<file path="src/rtl/adex_loader_pkg.sv">
// Shared constants and tx FSM encoding for the ADEX parameter-load protocol.
package adex_loader_pkg;

  localparam int unsigned NUM_PARAM_BYTES = 8;
  localparam int unsigned NUM_TOKENS      = 18;
  localparam logic [4:0]  LAST_TOKEN      = 5'(NUM_TOKENS - 1);
  localparam logic [3:0]  HEADER_NIB      = 4'h0;
  localparam logic [3:0]  FOOTER_NIB      = 4'hF;

  typedef enum logic [1:0] {
    TX_IDLE,
    TX_SETUP,
    TX_HIGH,
    TX_TAIL
  } tx_state_e;

endpackage

</file>
<file path="src/rtl/adex_param_nibble_tx.sv">
// Host-side ADEX parameter-load transmitter: header strobe, 16 data nibbles,
// footer strobe, then a load_mode tail so the receiver applies the parameters.
module adex_param_nibble_tx #(
  parameter int unsigned SETUP_CYC  = 2,
  parameter int unsigned HIGH_CYC   = 2,
  parameter int unsigned TAIL_CYC   = 4,
  parameter logic [3:0]  FOOTER_NIB = adex_loader_pkg::FOOTER_NIB
) (
  input  logic        clk,
  input  logic        reset,
  input  logic        start,
  input  logic [63:0] params_in,
  input  logic        abort,
  output logic        load_mode,
  output logic        load_enable,
  output logic [3:0]  nib_out,
  output logic        busy,
  output logic        done,
  output logic        aborted
);
  import adex_loader_pkg::*;

  localparam int unsigned MAX_AB  = (SETUP_CYC > HIGH_CYC) ? SETUP_CYC : HIGH_CYC;
  localparam int unsigned MAX_CYC = (MAX_AB > TAIL_CYC) ? MAX_AB : TAIL_CYC;
  localparam int unsigned CW      = $clog2(MAX_CYC + 1);

  tx_state_e                          state, state_nxt;
  logic [CW-1:0]                      cnt, cnt_nxt;
  logic [4:0]                         tok, tok_nxt;
  logic [8*NUM_PARAM_BYTES-1:0]       snap, snap_nxt;
  logic [8*NUM_PARAM_BYTES-1:0]       snap_sh;
  logic [3:0]                         data_nib;
  logic                               lm_nxt, le_nxt, busy_nxt, done_nxt, ab_nxt;
  logic [3:0]                         nib_nxt;

  // State, counters, snapshot and all outputs are registered together.
  always_ff @(posedge clk) begin
    if (reset) begin
      state       <= TX_IDLE;
      cnt         <= '0;
      tok         <= '0;
      snap        <= '0;
      load_mode   <= 1'b0;
      load_enable <= 1'b0;
      nib_out     <= '0;
      busy        <= 1'b0;
      done        <= 1'b0;
      aborted     <= 1'b0;
    end else begin
      state       <= state_nxt;
      cnt         <= cnt_nxt;
      tok         <= tok_nxt;
      snap        <= snap_nxt;
      load_mode   <= lm_nxt;
      load_enable <= le_nxt;
      nib_out     <= nib_nxt;
      busy        <= busy_nxt;
      done        <= done_nxt;
      aborted     <= ab_nxt;
    end
  end

  // Next-state and next-output logic; outputs describe the cycle being entered.
  always_comb begin
    state_nxt = state;
    cnt_nxt   = cnt;
    tok_nxt   = tok;
    snap_nxt  = snap;
    lm_nxt    = load_mode;
    le_nxt    = load_enable;
    nib_nxt   = nib_out;
    busy_nxt  = busy;
    done_nxt  = 1'b0;
    ab_nxt    = 1'b0;

    // Data token k (1..16) carries nibble k-1 of the snapshot, so the token
    // about to be entered from token tok is simply nibble index tok.
    snap_sh  = snap >> {tok[3:0], 2'b00};
    data_nib = snap_sh[3:0];

    case (state)
      TX_IDLE: begin
        cnt_nxt  = '0;
        tok_nxt  = '0;
        lm_nxt   = 1'b0;
        le_nxt   = 1'b0;
        nib_nxt  = '0;
        busy_nxt = 1'b0;
        if (start && !abort) begin
          snap_nxt  = params_in;
          state_nxt = TX_SETUP;
          lm_nxt    = 1'b1;
          busy_nxt  = 1'b1;
          nib_nxt   = HEADER_NIB;
        end
      end
      TX_SETUP: begin
        if (cnt == CW'(SETUP_CYC - 1)) begin
          state_nxt = TX_HIGH;
          cnt_nxt   = '0;
          le_nxt    = 1'b1;
        end else begin
          cnt_nxt = cnt + 1'b1;
        end
      end
      TX_HIGH: begin
        if (cnt == CW'(HIGH_CYC - 1)) begin
          cnt_nxt = '0;
          le_nxt  = 1'b0;
          if (tok == LAST_TOKEN) begin
            state_nxt = TX_TAIL;
            nib_nxt   = FOOTER_NIB;
          end else begin
            state_nxt = TX_SETUP;
            tok_nxt   = tok + 5'd1;
            nib_nxt   = (tok == LAST_TOKEN - 5'd1) ? FOOTER_NIB : data_nib;
          end
        end else begin
          cnt_nxt = cnt + 1'b1;
        end
      end
      TX_TAIL: begin
        if (cnt == CW'(TAIL_CYC - 1)) begin
          state_nxt = TX_IDLE;
          cnt_nxt   = '0;
          tok_nxt   = '0;
          lm_nxt    = 1'b0;
          nib_nxt   = '0;
          busy_nxt  = 1'b0;
          done_nxt  = 1'b1;
        end else begin
          cnt_nxt = cnt + 1'b1;
        end
      end
      default: state_nxt = TX_IDLE;
    endcase

    // Cancellation overrides whatever the active state decided this cycle.
    if (state != TX_IDLE && abort) begin
      state_nxt = TX_IDLE;
      cnt_nxt   = '0;
      tok_nxt   = '0;
      lm_nxt    = 1'b0;
      le_nxt    = 1'b0;
      nib_nxt   = '0;
      busy_nxt  = 1'b0;
      done_nxt  = 1'b0;
      ab_nxt    = 1'b1;
    end
  end

endmodule
</file>
<file path="config.mk">
export PLATFORM = sky130hd
export DESIGN_NAME = adex_param_nibble_tx
export DESIGN_NICKNAME = d
export VERILOG_FILES = /design/src/rtl/adex_loader_pkg.sv /design/src/rtl/adex_param_nibble_tx.sv
export SDC_FILE = /design/constraint.sdc
export NUM_CORES = 1
export LEC_CHECK = 0
export CAP_MARGIN = 10
export CORE_ASPECT_RATIO = 0.5
export CORE_MARGIN = 5
export CORE_UTILIZATION = 43
export CTS_CLUSTER_DIAMETER = 30
export DETAILED_ROUTE_END_ITERATION = 8
export HOLD_SLACK_MARGIN = 0.1
export PLACE_DENSITY_LB_ADDON = 0.15
export SETUP_SLACK_MARGIN = 0.2
export SYNTH_ARGS = -nofsm -noshare
export SYNTH_HDL_FRONTEND = slang
export SYNTH_SLANG_ARGS = --single-unit
</file>
<file path="constraint.sdc">
create_clock -name clk -period 2.6 [get_ports clk]
set_input_delay 0.52 -clock clk [delete_from_list [all_inputs] [get_ports clk]]
set_output_delay 0.52 -clock clk [all_outputs]
set_load 0.02 [all_outputs]
</file>
# [Yosys cells after proc, flatten, opt, wreduce, memory -nomap -nowiden]
# Cells that the tools add are included.
[word_totals] inputBits=68 out_inout_bits=9 ff_bits=82 elab_cells=68
[classes] reduce_logical=17 n_eq_ne=12 n_mux=26 add_sub_neg=2 n_shift=1 bitwise=1
[ops] op="64-bit by 6-bit >> shifter with 4-bit output" count=1
[ops] op="4-bit 2-to-1 mux" count=4
[ops] op="5-bit 2-to-1 mux" count=3
[ops] op="5-bit case mux with 3 select lines" count=1
[ops] op="4-bit case mux with 3 select lines" count=1
[ops] op="5-bit equality test (second input constant)" count=2
[ops] op="2-bit 2-to-1 mux" count=5
[ops] op="2-bit inequality test (second input constant)" count=5
[ops] op="3-bit case mux with 3 select lines" count=1
[ops] op="2-bit case mux with 4 select lines" count=1
[ops] op="4-bit AND reduction" count=2
[ops] op="1-bit 2-to-1 mux" count=6
[ops] op="3-bit 2-to-1 mux" count=2
[ops] op="3-bit AND reduction" count=2
[ops] op="3-bit nonzero test" count=2
[ops] op="5-bit by 1-bit adder with 5-bit output (second input constant)" count=1
[ops] op="2-bit equality test (second input constant)" count=2
[ops] op="2-bit AND reduction" count=2
[ops] op="2-bit nonzero test" count=2
[ops] op="2-bit OR reduction" count=2
[ops] op="3-bit by 1-bit adder with 3-bit output (second input constant)" count=1
[ops] op="3-bit by 1-bit equality test with 1-bit output (second input constant)" count=1
[ops] op="3-bit by 2-bit equality test with 1-bit output (second input constant)" count=1
[ops] op="1-bit case mux with 3 select lines" count=1
[ops] op="7 further kinds" count=8

# [Depth between registers and ports, before layout]
[depth] depth_word=5 ltp_mapped=7 depth_no_buf=6

# [Worst setup path after synthesis]
# No wires, ideal clock.
[synth_timing] path_type="reg2reg" startpoint="register tok[1]" endpoint="register nib_out[0]" stages_incl_launch_ff=6 synth_period_minus_slack_ps=1887 arrival_time_ps=1760 setup_slack_ps=713 cell_sequence="dfxtp_1 > buf_6 > mux4_2 > mux2_2 > a2111oi_0 > o21ai_1"
[synth_via] elab_chain_len=5 elab_cells_between_ends=7
[synth_rtl] item="from (decl)" line="adex_param_nibble_tx.sv:29" rtl="logic [4:0] tok, tok_nxt;"
[synth_rtl] item="from (signal assigned)" line="adex_param_nibble_tx.sv:52" rtl="tok <= tok_nxt;"
[synth_rtl] item="64-bit by 6-bit >> shifter with 4-bit output or 5-bit equality test (tied branches)" line="adex_param_nibble_tx.sv:78, adex_param_nibble_tx.sv:116"
[synth_rtl] item="4-bit 2-to-1 mux" line="adex_param_nibble_tx.sv:116" rtl="nib_nxt = (tok == LAST_TOKEN - 5'd1) ? FOOTER_NIB : data_nib;"
[synth_rtl] item="4-bit 2-to-1 mux *" line="adex_param_nibble_tx.sv:110" rtl="if (tok == LAST_TOKEN) begin"
[synth_rtl] item="4-bit 2-to-1 mux *" line="adex_param_nibble_tx.sv:107" rtl="if (cnt == CW'(HIGH_CYC - 1)) begin"
[synth_rtl] item="4-bit case mux with 3 select lines *" line="adex_param_nibble_tx.sv:81" rtl="case (state)"
[synth_rtl] item="to (signal assigned)" line="adex_param_nibble_tx.sv:56" rtl="nib_out <= nib_nxt;"
[synth_rtl] item="to (decl)" line="adex_param_nibble_tx.sv:16" rtl="output logic [3:0] nib_out,"
# Every way passes the cells marked *; elsewhere a longest branch is shown, timed or not. The select of a mux whose other input is x is not followed.
# A chain may end at the register's enable or synchronous reset.

# [Worst setup path in the final report]
[layout_timing] startpoint="register state[0]" endpoint="register nib_out[3]"
[layout_via] elab_chain_len=3 elab_cells_between_ends=11
[layout_rtl] item="from (decl)" line="adex_param_nibble_tx.sv:27" rtl="tx_state_e state, state_nxt;"
[layout_rtl] item="from (signal assigned)" line="adex_param_nibble_tx.sv:50" rtl="state <= state_nxt;"
[layout_rtl] item="2-bit equality test, or another cell as far along" line="adex_param_nibble_tx.sv:81"
[layout_rtl] item="2-bit inequality test (no source line), or another cell as far along"
[layout_rtl] item="3-bit AND reduction (no source line) or 2-bit OR reduction (tied branches)"
# Several ways; a longest one is shown, not always the timed one.

==> flow_summary.yaml <==
logic_synthesis:
  seq_area_frac_synth: 0.4434
  yosys.area.top_type: "dfxtp_1"
  synth_top_cells_by_area: "dfxtp_1, nand2_1, a21oi_1"
  synth_area_per_cell_um2: 8.395
  synth-seq-cells: 82
  ys_types: 43
  syn_area_um2: 3702
  yosysWarnings: 0
  synthArstFlopShare: 0
  post-synth-top-count-cell: "nand2_1"
  syn_inst: 441
  synth.top_cell.area_share: 0.4434
  syn_nets: 521
  synth_common_cells: "nand2_1, dfxtp_1, a21oi_1"
  synth-edff-count: 0
  ys.flop_type: "dfxtp_1"
cts:
  path_clk_slew_ns: 0.06
  insertion_delay_ns: 0.34
  clockBufferDepth: 2
  cts_setup_buffers: 0
  cts_num_sinks: 82
  cts_tree: "yes"
  root_buffer: "clkbuf_16"
  cts_resized: 0
  cts_hold_buf: 0
  htreeDepth: 3
  cts_made_buffers: 9
floorplanning:
  die-height_um: 75.62
  floorplan.die_area_um2: 10680
  io-pin-count: 77
  core_um2: 8202
  die-width_um: 141.2
  start_util: 0.4514
  row_count: 23
sta:
  rsz0062_at_grt: "false"
  maxSlewHeadroom: 0.5935
  tightest_slew_ns: 0.6098
  drv_slew: 0
  tns_ns: 0
  hold_viol: 0
  min_period_over_period: 0.8141
  final.min_clock_period_ns: 2.117
  timing.fmax_mhz: 472.5
  finClkSkew_ns: 0.006999
  setup_viol: 0
global_route:
  grt_usage: 0.1728
  grt_pass1_vias: 2902
  antenna_found_initial: 0
  grt_remaining_overflow: 0
  grt_pass1_wl_um: 14350
  grt_max_degree: 66
cells_and_area:
  syn2layout_area_growth_pct: 30.52
  antenna_cells: 0
  layout-drive-gt1-share: 0.07662
  fin_nets: 585
  postLayoutCoreUtil: 0.5892
  regArea_um2: 1643
  fill_cells: 771
  fin_cells: 621
  final_cell_area_um2: 4832
  multi_input_area_um2: 1893
placed_design:
  dpl.cell_count: 606
  place_area_um2: 4544
  port_buffers: 76
  hpwlAfterDp_um: 6450
  place_congestion: 0.8351
run:
  drv_cap: 0
drt:
  vias: 3148
  firstDrtPassIters: 4
  drtAntennaViolNets: 0
  wl_per_cell_um: 14.51
  wirelength_um: 9012
  via_per_inst: 5.069
  drt_iter0_markers: 210
  drc: 0
worst_setup_path:
  worst_setup_path_start_kind: "flop"
  crit_arrival_ns: 2.36
  path_max_fanout: 10
  endpoint_kind: "flop"
  path_class: "flop to flop"
  required_ns: 2.84
power:
  power_frac_clock: 0.366
  p_int_uw: 2453
  p_sw_uw: 944.7
  power.density_nw_per_um2: 703.2
  power_frac_seq: 0.430
  switching_share: 0.2780
  leakage_uw: 0.001725
  peakVddDrop_mv: 0.4422
  p_comb_frac: 0.205
worst_hold_path:
  hold_class: "flop to flop"
outcome:
  outcome: "completed"
-- final timing paths --
kind | from | to | slack (ns) | depth (start not counted)
setup / recovery | state[0]$_SDFFE_PP0P_ | nib_out[3]$_SDFFE_PP0P_ | 0.48 | 6
setup reg to reg | state[0]$_SDFFE_PP0P_ | nib_out[3]$_SDFFE_PP0P_ | 0.48 | 6
hold / removal | snap[14]$_SDFFE_PP0P_ | snap[14]$_SDFFE_PP0P_ | 0.45 | 2
hold reg to reg | snap[14]$_SDFFE_PP0P_ | snap[14]$_SDFFE_PP0P_ | 0.45 | 2
-- cells in the final DEF, fill, tap and decap left out, types with 3 or more instances in the layout --
cell type | netlist | layout
nor3_1 | 3 | 3
a21oi_1 | 71 | 71
a2111oi_0 | 4 | 4
nor2_1 | 13 | 12
mux2_2 | 3 | 3
nand2_1 | 131 | 131
buf_4 | 1 | 6
nand3_1 | 4 | 4
and3_1 | 4 | 4
o22ai_1 | 4 | 4
nor2b_1 | 3 | 3
o21ai_1 | 4 | 4
nand2b_1 | 5 | 5
o21ai_0 | 8 | 8
clkbuf_16 | 0 | 9
ha_1 | 12 | 12
dfxtp_1 | 82 | 81
mux2i_1 | 8 | 8
inv_1 | 12 | 12
mux4_2 | 11 | 11
clkdlybuf4s50_1 | 0 | 75
-- cell type report --
class	instances	share of cell area
sequential	82	0.3400
timing repair buffer	83	0.1699
tap	112	0.02900
clock buffer	12	0.05101
multi-input combinational	316	0.3918
clock inverter	3	0.008286
inverter	13	0.01010
-- metrics by stage --
| step | total power (uW) | setup slack [ns] | hold slack [ns] |
|---|---|---|---|
| final | 3398 | 0.4834 | 0.4528 |
| after global routing | 3569 | 0.3269 | 0.4754 |
| after CTS | 3427 | 0.3653 | 0.4553 |
| after detailed placement | 2180 | 0.4045 | 0.4472 |
| after global placement | 2172 | 0.4504 | 0.4335 |
| after floorplan | 1914 | 0.7131 | 0.4215 |
-- metal layers --
layer | global-route usage | vias to the layer above | routed length (um)
li1 | - | 1630 | -
met1 | 0.2423 | 1423 | 4436
met2 | 0.2478 | 91 | 3689
met3 | 0.06395 | 4 | 845
met4 | 0.05585 | 0 | 41
met5 | 0 | - | 0
-- cells by family (layout without fill, tap and decap cells) --
| group | after synthesis | after routing | share of synthesized area |
|---|---|---|---|
| compound gates | 102 | 102 | 0.1551 |
| xor+xnor | 2 | 2 | 0.004732 |
| fa+ha+maj | 12 | 12 | 0.04055 |
| buf+inv | 43 | 111 | 0.04731 |
| flops | 82 | 82 | 0.4434 |
| mux | 23 | 23 | 0.1048 |
| simple gates | 177 | 177 | 0.2041 |
-- flip-flops by register name, indices dropped and copies added, names as in the netlist --
| register | cells |
|---|---|
| done | 1 |
| cnt | 3 |
| state | 2 |
| nib_out | 4 |
| busy | 1 |
| load_enable | 1 |
| tok | 5 |
| snap | 64 |
| aborted | 1 |
-- power groups by stage --
stage	registers (uW)	logic (uW)	clock network (uW)
floorplan	1460	450	0
global placement	1490	687	0
detailed placement	1490	692	0
CTS	1460	699	1270
global route	1480	771	1320
finish	1460	695	1240
-- worst max-delay path, stage by stage (launching register included) --
cell and delay (ns):
dfxtp_1 0.40, inv_1 0.11, ha_1 0.30, and3b_1 0.27, o21ai_1 0.47, a2111oi_0 0.20, a221oi_1 0.28
Note: power is estimated with default switching activity, not from simulation.
